File: src/rtl/engine_scheduler.sv
// engine_scheduler: master end of the engine bus.
//   Dispatch side walks the screen in raster order and hands one pixel to the
//   lowest-index available engine (engine_addr / in_word / latch_en).
//   Collect side round-robin acknowledges engines raising service_req, captures
//   the shared out_word bus and writes the iteration count to the frame buffer.
// Ports:
//   Engine_CLK, eRST_n            clock, asynchronous active-low reset
//   start, re_start, im_start,    frame start pulse and view (signed Q8.24)
//   step
//   available, service_req        per-engine idle / result-ready flags
//   out_word                      shared result bus {x[9:0], y[8:0], iter[7:0]}
//   engine_addr, in_word,         dispatch target, {x, y, re, im}, strobe
//   latch_en
//   req_ack                       one-hot service acknowledge
//   fb_we, fb_addr, fb_data       frame-buffer write port
//   busy, frame_done              frame in progress / last result written
module engine_scheduler #(
  parameter int unsigned N_ENGINES = 8,
  parameter int unsigned ADDR_W    = 3,
  parameter int unsigned H_RES     = 640,
  parameter int unsigned V_RES     = 480
) (
  input  logic                 Engine_CLK,
  input  logic                 eRST_n,
  input  logic                 start,
  input  logic [31:0]          re_start,
  input  logic [31:0]          im_start,
  input  logic [31:0]          step,
  input  logic [N_ENGINES-1:0] available,
  input  logic [N_ENGINES-1:0] service_req,
  input  logic [26:0]          out_word,
  output logic [ADDR_W-1:0]    engine_addr,
  output logic [82:0]          in_word,
  output logic                 latch_en,
  output logic [N_ENGINES-1:0] req_ack,
  output logic                 fb_we,
  output logic [18:0]          fb_addr,
  output logic [7:0]           fb_data,
  output logic                 busy,
  output logic                 frame_done
);

  localparam int unsigned IDX_W    = (N_ENGINES > 1) ? $clog2(N_ENGINES) : 1;
  localparam logic [9:0]  X_LAST   = 10'(H_RES - 1);
  localparam logic [8:0]  Y_LAST   = 9'(V_RES - 1);
  localparam logic [18:0] PIX_LAST = 19'(H_RES * V_RES - 1);

  typedef enum logic [1:0] {D_IDLE, D_SEL, D_PULSE, D_GAP} d_state_t;
  typedef enum logic [1:0] {C_IDLE, C_ACK, C_HOLD} c_state_t;

  d_state_t d_state, d_next;
  c_state_t c_state, c_next;

  logic [31:0]          re_start_r;
  logic [31:0]          step_r;
  logic [9:0]           x_cnt;
  logic [8:0]           y_cnt;
  logic [31:0]          re_acc;
  logic [31:0]          im_acc;
  logic [ADDR_W-1:0]    addr_r;

  logic                 start_ok;
  logic                 last_pix;
  logic                 avail_any;
  logic [IDX_W-1:0]     avail_idx;

  logic [IDX_W-1:0]     rr_ptr;
  logic [IDX_W-1:0]     ack_idx;
  logic [1:0]           mask_cnt;
  logic [N_ENGINES-1:0] mask_vec;
  logic [N_ENGINES-1:0] req_avail;
  logic                 pick_any;
  logic [IDX_W-1:0]     pick_idx;
  logic [18:0]          cap_addr;
  logic [7:0]           cap_iter;
  logic [18:0]          res_cnt;

  assign start_ok    = start & ~busy;
  assign last_pix    = (x_cnt == X_LAST) && (y_cnt == Y_LAST);
  assign engine_addr = addr_r;
  assign in_word     = {x_cnt, y_cnt, re_acc, im_acc};

  // Lowest-index available engine: scan downwards so the last hit wins.
  always_comb begin
    avail_any = 1'b0;
    avail_idx = '0;
    for (int unsigned i = N_ENGINES; i > 0; i--) begin
      if (available[IDX_W'(i - 1)]) begin
        avail_any = 1'b1;
        avail_idx = IDX_W'(i - 1);
      end
    end
  end

  // ---------------- dispatch FSM ----------------
  always_ff @(posedge Engine_CLK or negedge eRST_n) begin
    if (!eRST_n) d_state <= D_IDLE;
    else         d_state <= d_next;
  end

  always_comb begin
    d_next   = d_state;
    latch_en = 1'b0;
    case (d_state)
      D_IDLE:  if (start_ok) d_next = D_SEL;
      D_SEL:   if (avail_any) d_next = D_PULSE;
      D_PULSE: begin
        latch_en = 1'b1;
        d_next   = last_pix ? D_IDLE : D_GAP;
      end
      D_GAP:   d_next = D_SEL;
      default: d_next = D_IDLE;
    endcase
  end

  always_ff @(posedge Engine_CLK or negedge eRST_n) begin
    if (!eRST_n) begin
      re_start_r <= '0;
      step_r     <= '0;
      x_cnt      <= '0;
      y_cnt      <= '0;
      re_acc     <= '0;
      im_acc     <= '0;
      addr_r     <= '0;
    end else begin
      if (start_ok) begin
        re_start_r <= re_start;
        step_r     <= step;
        x_cnt      <= '0;
        y_cnt      <= '0;
        re_acc     <= re_start;
        im_acc     <= im_start;
      end else if (d_state == D_PULSE && !last_pix) begin
        if (x_cnt == X_LAST) begin
          x_cnt  <= '0;
          re_acc <= re_start_r;
          y_cnt  <= y_cnt + 9'd1;
          im_acc <= im_acc - step_r;
        end else begin
          x_cnt  <= x_cnt + 10'd1;
          re_acc <= re_acc + step_r;
        end
      end
      if (d_state == D_SEL && avail_any) addr_r <= ADDR_W'(avail_idx);
    end
  end

  // ---------------- collect FSM ----------------
  // The engine just acknowledged keeps service_req high briefly; hide it.
  always_comb begin
    mask_vec = '0;
    if (mask_cnt != 2'd0) mask_vec[ack_idx] = 1'b1;
  end

  assign req_avail = service_req & ~mask_vec;

  // Round-robin search starting at rr_ptr (one past the last serviced engine).
  always_comb begin
    pick_any = 1'b0;
    pick_idx = '0;
    for (int unsigned k = 0; k < N_ENGINES; k++) begin
      int unsigned j;
      j = (32'(rr_ptr) + k) % N_ENGINES;
      if (!pick_any && req_avail[IDX_W'(j)]) begin
        pick_any = 1'b1;
        pick_idx = IDX_W'(j);
      end
    end
  end

  always_ff @(posedge Engine_CLK or negedge eRST_n) begin
    if (!eRST_n) c_state <= C_IDLE;
    else         c_state <= c_next;
  end

  always_comb begin
    c_next  = c_state;
    req_ack = '0;
    fb_we   = 1'b0;
    fb_addr = '0;
    fb_data = '0;
    case (c_state)
      C_IDLE: if (busy && pick_any) c_next = C_ACK;
      C_ACK: begin
        req_ack[ack_idx] = 1'b1;
        c_next           = C_HOLD;
      end
      C_HOLD: begin
        fb_we   = 1'b1;
        fb_addr = cap_addr;
        fb_data = cap_iter;
        c_next  = C_IDLE;
      end
      default: c_next = C_IDLE;
    endcase
  end

  always_ff @(posedge Engine_CLK or negedge eRST_n) begin
    if (!eRST_n) begin
      rr_ptr     <= '0;
      ack_idx    <= '0;
      mask_cnt   <= '0;
      cap_addr   <= '0;
      cap_iter   <= '0;
      res_cnt    <= '0;
      busy       <= 1'b0;
      frame_done <= 1'b0;
    end else begin
      frame_done <= 1'b0;
      if (c_state == C_IDLE && busy && pick_any) begin
        ack_idx <= pick_idx;
        rr_ptr  <= (32'(pick_idx) == N_ENGINES - 1) ? '0 : pick_idx + IDX_W'(1);
      end
      if (c_state == C_ACK) begin
        // Address comes from the returned word: results arrive out of order.
        cap_addr <= 19'(out_word[16:8]) * 19'(H_RES) + 19'(out_word[26:17]);
        cap_iter <= out_word[7:0];
        mask_cnt <= 2'd2;
      end else if (mask_cnt != 2'd0) begin
        mask_cnt <= mask_cnt - 2'd1;
      end
      if (start_ok) begin
        busy    <= 1'b1;
        res_cnt <= '0;
      end else if (c_state == C_HOLD) begin
        if (res_cnt == PIX_LAST) begin
          res_cnt    <= '0;
          busy       <= 1'b0;
          frame_done <= 1'b1;
        end else begin
          res_cnt <= res_cnt + 19'd1;
        end
      end
    end
  end

endmodule

File: config.mk
export PLATFORM = sky130hd
export DESIGN_NAME = engine_scheduler
export DESIGN_NICKNAME = d
export VERILOG_FILES = /design/src/rtl/engine_scheduler.sv
export SDC_FILE = /design/constraint.sdc
export NUM_CORES = 1
export LEC_CHECK = 0
export CORE_MARGIN = 4
export CORE_UTILIZATION = 48
export DETAILED_ROUTE_END_ITERATION = 6
export GPL_TIMING_DRIVEN = 0
export PLACE_DENSITY = 0.77
export SETUP_SLACK_MARGIN = 0.3
export SLEW_MARGIN = 0
export SYNTH_ARGS = -nofsm -noshare
export SYNTH_HDL_FRONTEND = slang
export SYNTH_SLANG_ARGS = --single-unit
export TNS_END_PERCENT = 50
File: constraint.sdc
create_clock -name Engine_CLK -period 3.4 [get_ports Engine_CLK]
set_input_delay 0.68 -clock Engine_CLK [delete_from_list [all_inputs] [get_ports Engine_CLK]]
set_output_delay 0.68 -clock Engine_CLK [all_outputs]
set_load 0.02 [all_outputs]
Word level (Yosys, flattened, before mapping)
Index checks and enable logic that the tools add are counted.
{"block": "classes", "bitwise": 4, "multipliers": 1, "n_reduce_logical": 33, "magnitude_cmp": 10, "muxes": 86, "n_eq_ne": 12, "addsub": 15}
{"operator": "two-way mux 32 bit", "count": 6}
{"operator": "two-way mux 19 bit", "count": 4}
{"operator": "two-way mux 3 bit", "count": 17}
{"operator": "< comparator 3 x 4 -> 1 bit, second input constant", "count": 9}
{"operator": "two-way mux 1 bit", "count": 33}
{"operator": "adder 32 bit", "count": 1}
{"operator": "subtractor 32 bit", "count": 1}
{"operator": "two-way mux 10 bit", "count": 3}
{"operator": "two-way mux 9 bit", "count": 3}
{"operator": "binary-select mux 1 bit (select 3 bit)", "count": 8}
{"operator": "two-way mux 8 bit", "count": 3}
{"operator": "adder 19 x 1 -> 19 bit, second input constant", "count": 1}
{"operator": "adder 19 x 10 -> 19 bit", "count": 1}
{"operator": "equality test 19 bit, second input constant", "count": 1}
{"operator": "logical AND 1 bit", "count": 14}
{"operator": "adder 3 bit, second input constant", "count": 4}
{"operator": "multiplier 9 x 3 -> 12 bit, second input constant", "count": 1}
{"operator": "two-way mux 2 bit", "count": 6}
{"operator": "nonzero test 2 bit", "count": 6}
{"operator": "adder 10 x 1 -> 10 bit, second input constant", "count": 1}
{"operator": "equality test 10 bit, second input constant", "count": 1}
{"operator": "adder 9 x 1 -> 9 bit, second input constant", "count": 1}
{"operator": "equality test 9 bit, second input constant", "count": 1}
{"operator": "bitwise AND 8 bit", "count": 1}
{"operator": "other kinds (17)", "count": 34}
{"block": "word_totals", "word_cells": 178, "inputBits": 142, "output_inout_bits": 125, "ff_bits": 210}

Depth between registers and ports, before layout
{"block": "depth", "depth_word": 34, "depth_mapped": 14, "depth_no_buf": 14}

Worst setup path before layout
No wires, ideal clock.
{"block": "synth_timing", "kind": "register to register", "startpoint": "register mask_cnt[0]", "endpoint": "register rr_ptr[2]", "arrival_ns": 3.175, "synth_period_minus_slack_ns": 3.297, "path_buffers": 0, "path_stages_with_launch": 15, "setup_time_ns": 0.122, "t_required_ns": 3.278, "path_slack_ns": 0.103, "cell_sequence": "dfrtp_1 -> inv_1 -> ha_1 -> nand2b_2 -> o31ai_2 -> mux2i_2 -> mux4_2 -> o32ai_4 -> nand2_2 -> o31a_1 -> o31ai_1 -> inv_1 -> ha_1 -> xnor2_1 -> o21ai_1"}
{"block": "synth_via", "elab_chain_len": 30, "word_cells_on_any_way": 54, "cone_classes": "add/sub: 1; eq/ne: 1; mux: 34; bitwise: 2; reduce/logical: 16"}
{"element": "from (decl)", "line_no": "69", "text": "logic [1:0] mask_cnt;"}
{"element": "from (signal assigned)", "line_no": "220", "text": "mask_cnt <= mask_cnt - 2'd1;"}
{"element": "nonzero test 2 bit (*)", "line_no": "152", "text": "if (mask_cnt != 2'd0) mask_vec[ack_idx] = 1'b1;"}
{"element": "two-way mux 8 bit (*)", "line_no": "152"}
{"element": "inverter 8 bit (*)", "line_no": "155", "text": "assign req_avail = service_req & ~mask_vec;"}
{"element": "bitwise AND 8 bit (*)", "line_no": "155"}
{"element": "binary-select mux 1 bit (select 3 bit)", "line_no": "164", "text": "if (!pick_any && req_avail[IDX_W'(j)]) begin"}
{"element": "two-way mux 1 bit (implied by the code)", "line_no": "164"}
{"element": "two-way mux 1 bit", "line_no": "164"}
{"element": "zero test 1 bit", "line_no": "164"}
{"element": "(+15 left out)"}
{"element": "logical AND 1 bit", "line_no": "164"}
{"element": "two-way mux 1 bit", "line_no": "164"}
{"element": "zero test 1 bit", "line_no": "164"}
{"element": "logical AND 1 bit", "line_no": "164"}
{"element": "two-way mux 3 bit (*)", "line_no": "164"}
{"element": "via pick_idx[0]", "line_no": "73", "text": "logic [IDX_W-1:0] pick_idx;"}
{"element": "adder 3 x 1 -> 3 bit or equality test 3 bit (tied branches)", "line_no": "212", "text": "rr_ptr <= (32'(pick_idx) == N_ENGINES - 1) ? '0 : pick_idx + IDX_W'(1);"}
{"element": "two-way mux 3 bit (*)", "line_no": "212"}
{"element": "to (signal assigned)", "line_no": "212"}
{"element": "to (decl)", "line_no": "67", "text": "logic [IDX_W-1:0] rr_ptr;"}
The timed path passes the listed nets; every way through them passes the cells marked *. The select of a mux whose other input is x is not followed.
A chain may end at the register's enable or synchronous reset.

Worst setup path in the final report
Ends and elaborated chain as after synthesis.

==> metrics.yaml <==
ys_dominant_reg_cell: "dfrtp_1"
cts_buffer_depth: 3
setup_viol: 2
rows: 62
reg2reg_to: "rr_ptr[2]"
grt_max_degree: 121
tightest_slew_ns: 0.8307
async_reset_ff_share_pct: 100.0
grt_pass1_vias: 13640
synth_area_um2: 14100
hpwlAfterDp_um: 35820
viasPerCell: 5.827
arrival_ns: 3.86
dr.pass1.iters: 5
wl_per_cell_um: 20.29
dieHeight_um: 179.4
die-width_um: 179.4
critPathMaxFanout: 7
cts_buffers: 25
final_cell_mix: "292 x nand2_1, 240 x clkdlybuf4s50_1, 203 x dfrtp_1, 144 x nor2_1, 127 x o21ai_0"
multi_input_area_um2: 9041
area_delta_synth_final_pct: 37.88
synthesis.nets: 1896
clk_latency_ns: 0.54
violations: "negative setup slack"
path_cells: "inv_2 -> ha_4 -> or2_4 -> o21ai_4 -> mux2i_4 -> mux4_2 -> o32ai_4 -> nand2_2 -> o31a_1 -> o31ai_4 -> inv_2 -> ha_4 -> xnor2_2 -> o21ai_1"
hold_path_class: "in2async"
initial_core_util_pct: 48.85
p_leak_nw: 8.785
rsz0062_at_grt: "yes"
r2r-start: "mask_cnt[0]"
reg2reg_slack_ns: -0.01
synth-edff-count: 0
avgSynthCellArea_um2: 8.486
post-route-period-util_pct: 100.3
drive_above_1_share_pct: 14.40
dr.first_iter.drc_count: 1293
yosysWarnings: 0
root_buffer: "clkbuf_16"
netlist-cell-type-count: 89
gp_congestion: 0.9361
gr-total-overflow: 0
regArea_um2: 5264
layout_setup_ws_ns: -0.009587
drtAntennaViolNets: 0
ys_ff_latch: 210
slew_viol_final: 0
antenna_found_initial: 5
critPathCaptureType: "flop"
worst-setup-path-type: "reg2reg"
die_area_um2: 32170
cp-start-kind: "flop"
via_count: 14100
holdBufCountCts: 0
cts_num_sinks: 210
p_total_mw: 16.03
timing.fmax_ghz: 0.2933
route.detailed.drc: 0
portBuffers: 266
yosysSeqAreaShare_pct: 37.28
grt_usage_pct: 29.45
hold-worst-slack_ns: 0.2247
ios: 267
period_minus_slack_ns: 3.410
fillCellCount: 2328
layout_commonest_cell: "nand2_1"
ir_drop_mv: 0.4719
clk_pin_slew_ns: 0.06
routed_wl_um: 49110
slowest_stage: "mux4_2"
cts_tree: "done"
r2r_cells: 14
grt_first_pass_wirelength_um: 74930
p_per_area_nw_per_um2: 824.6
nNetsFinal: 2251
clock_skew_ns: 0.01940
htreeDepth: 1
finalHoldViolCount: 0
status: "finished with violations"
slew_headroom_pct: 44.62
max_cap_viol_count: 0
postSynthCellCount: 1661
cp_slowest_stage_delay_ns: 0.50
cp.required_ns: 3.85
core_area_um2: 28860
-- worst max-delay path: cells and delay by family, from the launching register on --
| family | cells | cell delay (ns) |
|---|---|---|
| AOI/OAI and AO/OA | 5 | 1.33 |
| xor gates and xnor gates | 1 | 0.12 |
| adders and majority gates | 2 | 0.34 |
| buffers and inverters | 2 | 0.13 |
| DFF | 1 | 0.36 |
| muxes | 2 | 0.63 |
| and+or+nand+nor | 2 | 0.40 |
-- through the flow --
stage	instances	area [µm²]	util, %	TNS [ns]	setup slack [ns]
after detailed placement	2313	17330	60.04	-47.19	-0.7443
after global routing	2420	19430	67.35	-0.6845	-0.1818
after CTS	2383	18750	64.97	-0.05325	-0.05325
after global placement	2311	17270	59.83	-1569.56	-7.289
after floorplan	1661	14120	-	0	0.2293
final	2420	19430	67.35	-0.01006	-0.009587
-- cells by family after synthesis --
family | synth area share, %
flops | 37.28
compound gates | 20.32
buf+inv | 3.834
fa+ha+maj | 8.468
simple gates | 20.79
xor+xnor | 5.157
mux | 4.154
-- registers in the layout (all words and copies together) (netlist names) --
signal and flops:
cap_addr 19, re_start_r 32, engine_addr 3, busy 1
mask_cnt 2, res_cnt 19, ack_idx 3, im_acc 32
rr_ptr 3, re_acc 32, cap_iter 8, frame_done 1
c_state 2, step_r 32, x_cnt 10, d_state 2
y_cnt 9
-- routing by layer --
| metal | global-route usage, % | routed length (µm) | vias to the layer above | share of wire (%) |
|---|---|---|---|---|
| li1 | - | - | 6582 | - |
| met1 | 39.44 | 20170 | 6776 | 41 |
| met2 | 47.64 | 22790 | 614 | 46 |
| met3 | 6.546 | 4263 | 122 | 8.7 |
| met4 | 9.997 | 1846 | 8 | 3.8 |
| met5 | 0 | 46 | - | 0.094 |
-- Yosys cell counts, types with 9 or more instances --
master,number,area [µm²]
nand2_1,294,1104
dfrtp_1,210,5255
nor2_1,149,559.3
o21ai_0,140,700.7
a21oi_1,128,640.6
ha_1,89,1114
inv_1,66,247.7
clkbuf_1,50,187.7
xnor2_1,44,385.4
xor2_1,39,341.6
and2_1,36,225.2
nand3_1,35,175.2
a21o_1,28,210.2
and3_1,22,137.6
o211ai_1,21,157.7
nor3_1,20,100.1
nor2b_1,19,118.9
a211oi_1,18,135.1
nand2b_1,18,112.6
mux2i_1,14,140.1
a31oi_1,13,81.33
o21a_1,13,97.59
nand4_1,12,75.07
buf_1,11,41.29
or3_1,10,62.56
o21bai_1,9,67.56
-- layout make-up --
cell class,instances,share of cell area (%)
antenna,1,0.01288
multi-input combinational,1315,46.52
sequential,210,27.08
inverter,70,1.391
tap,384,2.472
clock buffer,31,3.541
buffer,66,1.648
clock inverter,15,0.7404
timing repair buffer,328,16.59
-- worst max path at each step --
stage	cells after the start	endpoint	slack, ns	startpoint
finish	14	rr_ptr[2]	-0.01	mask_cnt[0]
global route	15	rr_ptr[2]	-0.18	mask_cnt[0]
CTS	14	rr_ptr[2]	-0.05	mask_cnt[0]
detailed placement	6	im_acc[1]	-0.74	start
global placement	1	x_cnt[6]	-7.29	eRST_n
floorplan	14	rr_ptr[2]	0.23	mask_cnt[0]
-- report_power, final --
| group | internal [mW] | switching (mW) |
|---|---|---|
| logic | 4.46 | 4.99 |
| clock network | 1.59 | 1.14 |
| registers | 3.18 | 0.667 |
| total | 9.23 | 6.80 |
-- timing repair --
action,in CTS,in global routing
pin swaps,23,49
endpoints found under the hold margin,0,0
buffers inserted,24,36
setup endpoints to repair,148,110
gates resized for setup,97,128
(Power assumes the default switching activity.)
==> RTL change: new RTL, same flow settings <==
The parameter `V_RES` goes from 480 to 240.
--- a/src/rtl/engine_scheduler.sv
+++ b/src/rtl/engine_scheduler.sv
@@ -18,7 +18,7 @@
   parameter int unsigned N_ENGINES = 8,
   parameter int unsigned ADDR_W    = 3,
   parameter int unsigned H_RES     = 640,
-  parameter int unsigned V_RES     = 480
+  parameter int unsigned V_RES     = 240
 ) (
   input  logic                 Engine_CLK,
   input  logic                 eRST_n,
Check against the original RTL: same outputs for any inputs over 4 cycles, from zero or initial values and one cycle with eRST_n low; that may be too few to reach the edited logic, so the function may still have changed.
==> RTL change against the original RTL <==
Hold slack worse by 0.022 ns; count of clock-buffer cells in the layout unchanged; largest cell class unchanged; sequential cell count unchanged; first-iteration DRC count down 4.9%; die area down 0.90%; power down 4.1%; setup slack better by 0.11 ns; routed wire length down 1.5%; design area down 3.0%; synthesized area down 0.94%; synthesized cell count down 0.72%.
==> RTL change: results (changes against the original RTL) <==
stage,metric,value,unit,change
route,wl_met3,4.618,mm,was 4.263 mm
synthesis,yosysSeqAreaShare,0.3763,,was 0.3728
synthesis,synthTopCellsByArea,"dfrtp_1 38%, nand2_1 8.3%, ha_1 8.1%",,"was dfrtp_1 37%, ha_1 7.9%, nand2_1 7.8%"
critical_path,reg2reg_depth,13,,was 14
sta,skew,0.01090,ns,was 0.01940 ns
critical_path,r2r-start,mask_cnt[0],,unchanged
pwr,total_power,15.36,mW,was 16.03 mW
place,placedCellCount,2300,,"was 2,313"
clock_tree,cts-resized-gates,71,,was 97
grt,grt_first_pass_wirelength,74.02,mm,was 74.93 mm
route,drt-met1-wl,18.66,mm,was 20.17 mm
finish,nets,2222,,"was 2,251"
critical_path,slowest_delay,0.42,ns,was 0.50 ns
flow_run,cap_violations,0,,unchanged
route,viasPerCell,5.875,,was 5.827
pwr,p_leak,8.367,nW,was 8.785 nW
route,dr_wl_met2,23.09,mm,was 22.79 mm
finish,num_antenna_cells,0,,was 1
synthesis,syn_nets,1885,,"was 1,896"
grt,met1_usage,0.3639,,was 0.3944
place,place_congestion,0.9464,,was 0.9361
place,place_ws,-0.7803,ns,was -0.7443 ns
pwr,clkPwrFrac,0.162,,was 0.171
synthesis,syn_inst,1649,,"was 1,661"
sta,fin_crit_sh,0.9711,,was 1.003
finish,finalNonFillerCells,2385,,"was 2,420"
synthesis,synth_common_cells,"309 x nand2_1, 210 x dfrtp_1, 141 x nor2_1",,"was 294 x nand2_1, 210 x dfrtp_1, 149 x nor2_1"
clock_tree,numCtsBuffers,23,,was 25
grt,antenna_found_initial,4,,was 5
pwr,pg_seq,3.85,mW,was 3.84 mW
place,placed_cell_area,0.01718,mm²,was 0.01733 mm²
grt,grt.met2_usage,0.4946,,was 0.4764
route,drt_iter0_drc,1229,,"was 1,293"
clock_tree,post_cts_buffers,23,,was 24
clock_tree,clk_latency,0.52,ns,was 0.54 ns
grt,use_met3,0.06952,,was 0.06546
sta,worst_slew_pin_slew,1.019,ns,was 0.8307 ns
grt,grt_start_max_net_pins,111,,was 121
grt,grt_usage,0.2920,,was 0.2945
critical_path,regToRegSetupSlack,0.1,ns,was -0.01 ns
critical_path,critPathArrivalTime,3.71,ns,was 3.86 ns
grt,grt_pass1_vias,13890,,"was 13,640"
pwr,p_int,8.768,mW,was 9.226 mW
finish,fill_cells,2334,,"was 2,328"
status,status,completed,,"was finished, violations left"
route,wl,48.37,mm,was 49.11 mm
synthesis,synth_cell_types,80,,was 89
pwr,irDropWorstVdd,629.6,µV,was 471.9 µV
place,hpwl,35.51,mm,was 35.82 mm
finish,drive_above_1_share,0.1124,,was 0.1440
RTL change: cell types whose count changed in the layout (fill, tap and decap cells not counted), sizes merged, moves of 6 or more:
cell           before  now
buf                78   57
a21oi             128   94
and3               22   16
clkinvlp            6    0
xor2               39   48
a31oi              13   30
dlymetal6s2s       20   13
clkbuf             81   88
nand2             296  310
nand2b             20   13
clkdlybuf4s50     240  249
nor3               20   33
nor2              149  141
RTL change: layout make-up:
cell class              count  area [µm²]  share of cell area
plain buffers              67       299.0             0.01586
clock buffers              31       665.6             0.03530
clock inverters             9       73.82            0.003915
inverters                  73       275.3             0.01460
multi-input cells        1299        8737              0.4633
flip-flops and latches    210        5260              0.2789
well taps                 384       480.5             0.02548
repair buffers            312        3065              0.1626
RTL change: kinds of logic after synthesis:
logic type,Yosys count,share of synthesized area
simple gates,649,0.2080
fa+ha+maj,94,0.08638
flops,210,0.3763
compound gates,429,0.1969
xor+xnor,88,0.05520
buf+inv,140,0.03781
mux,39,0.03943
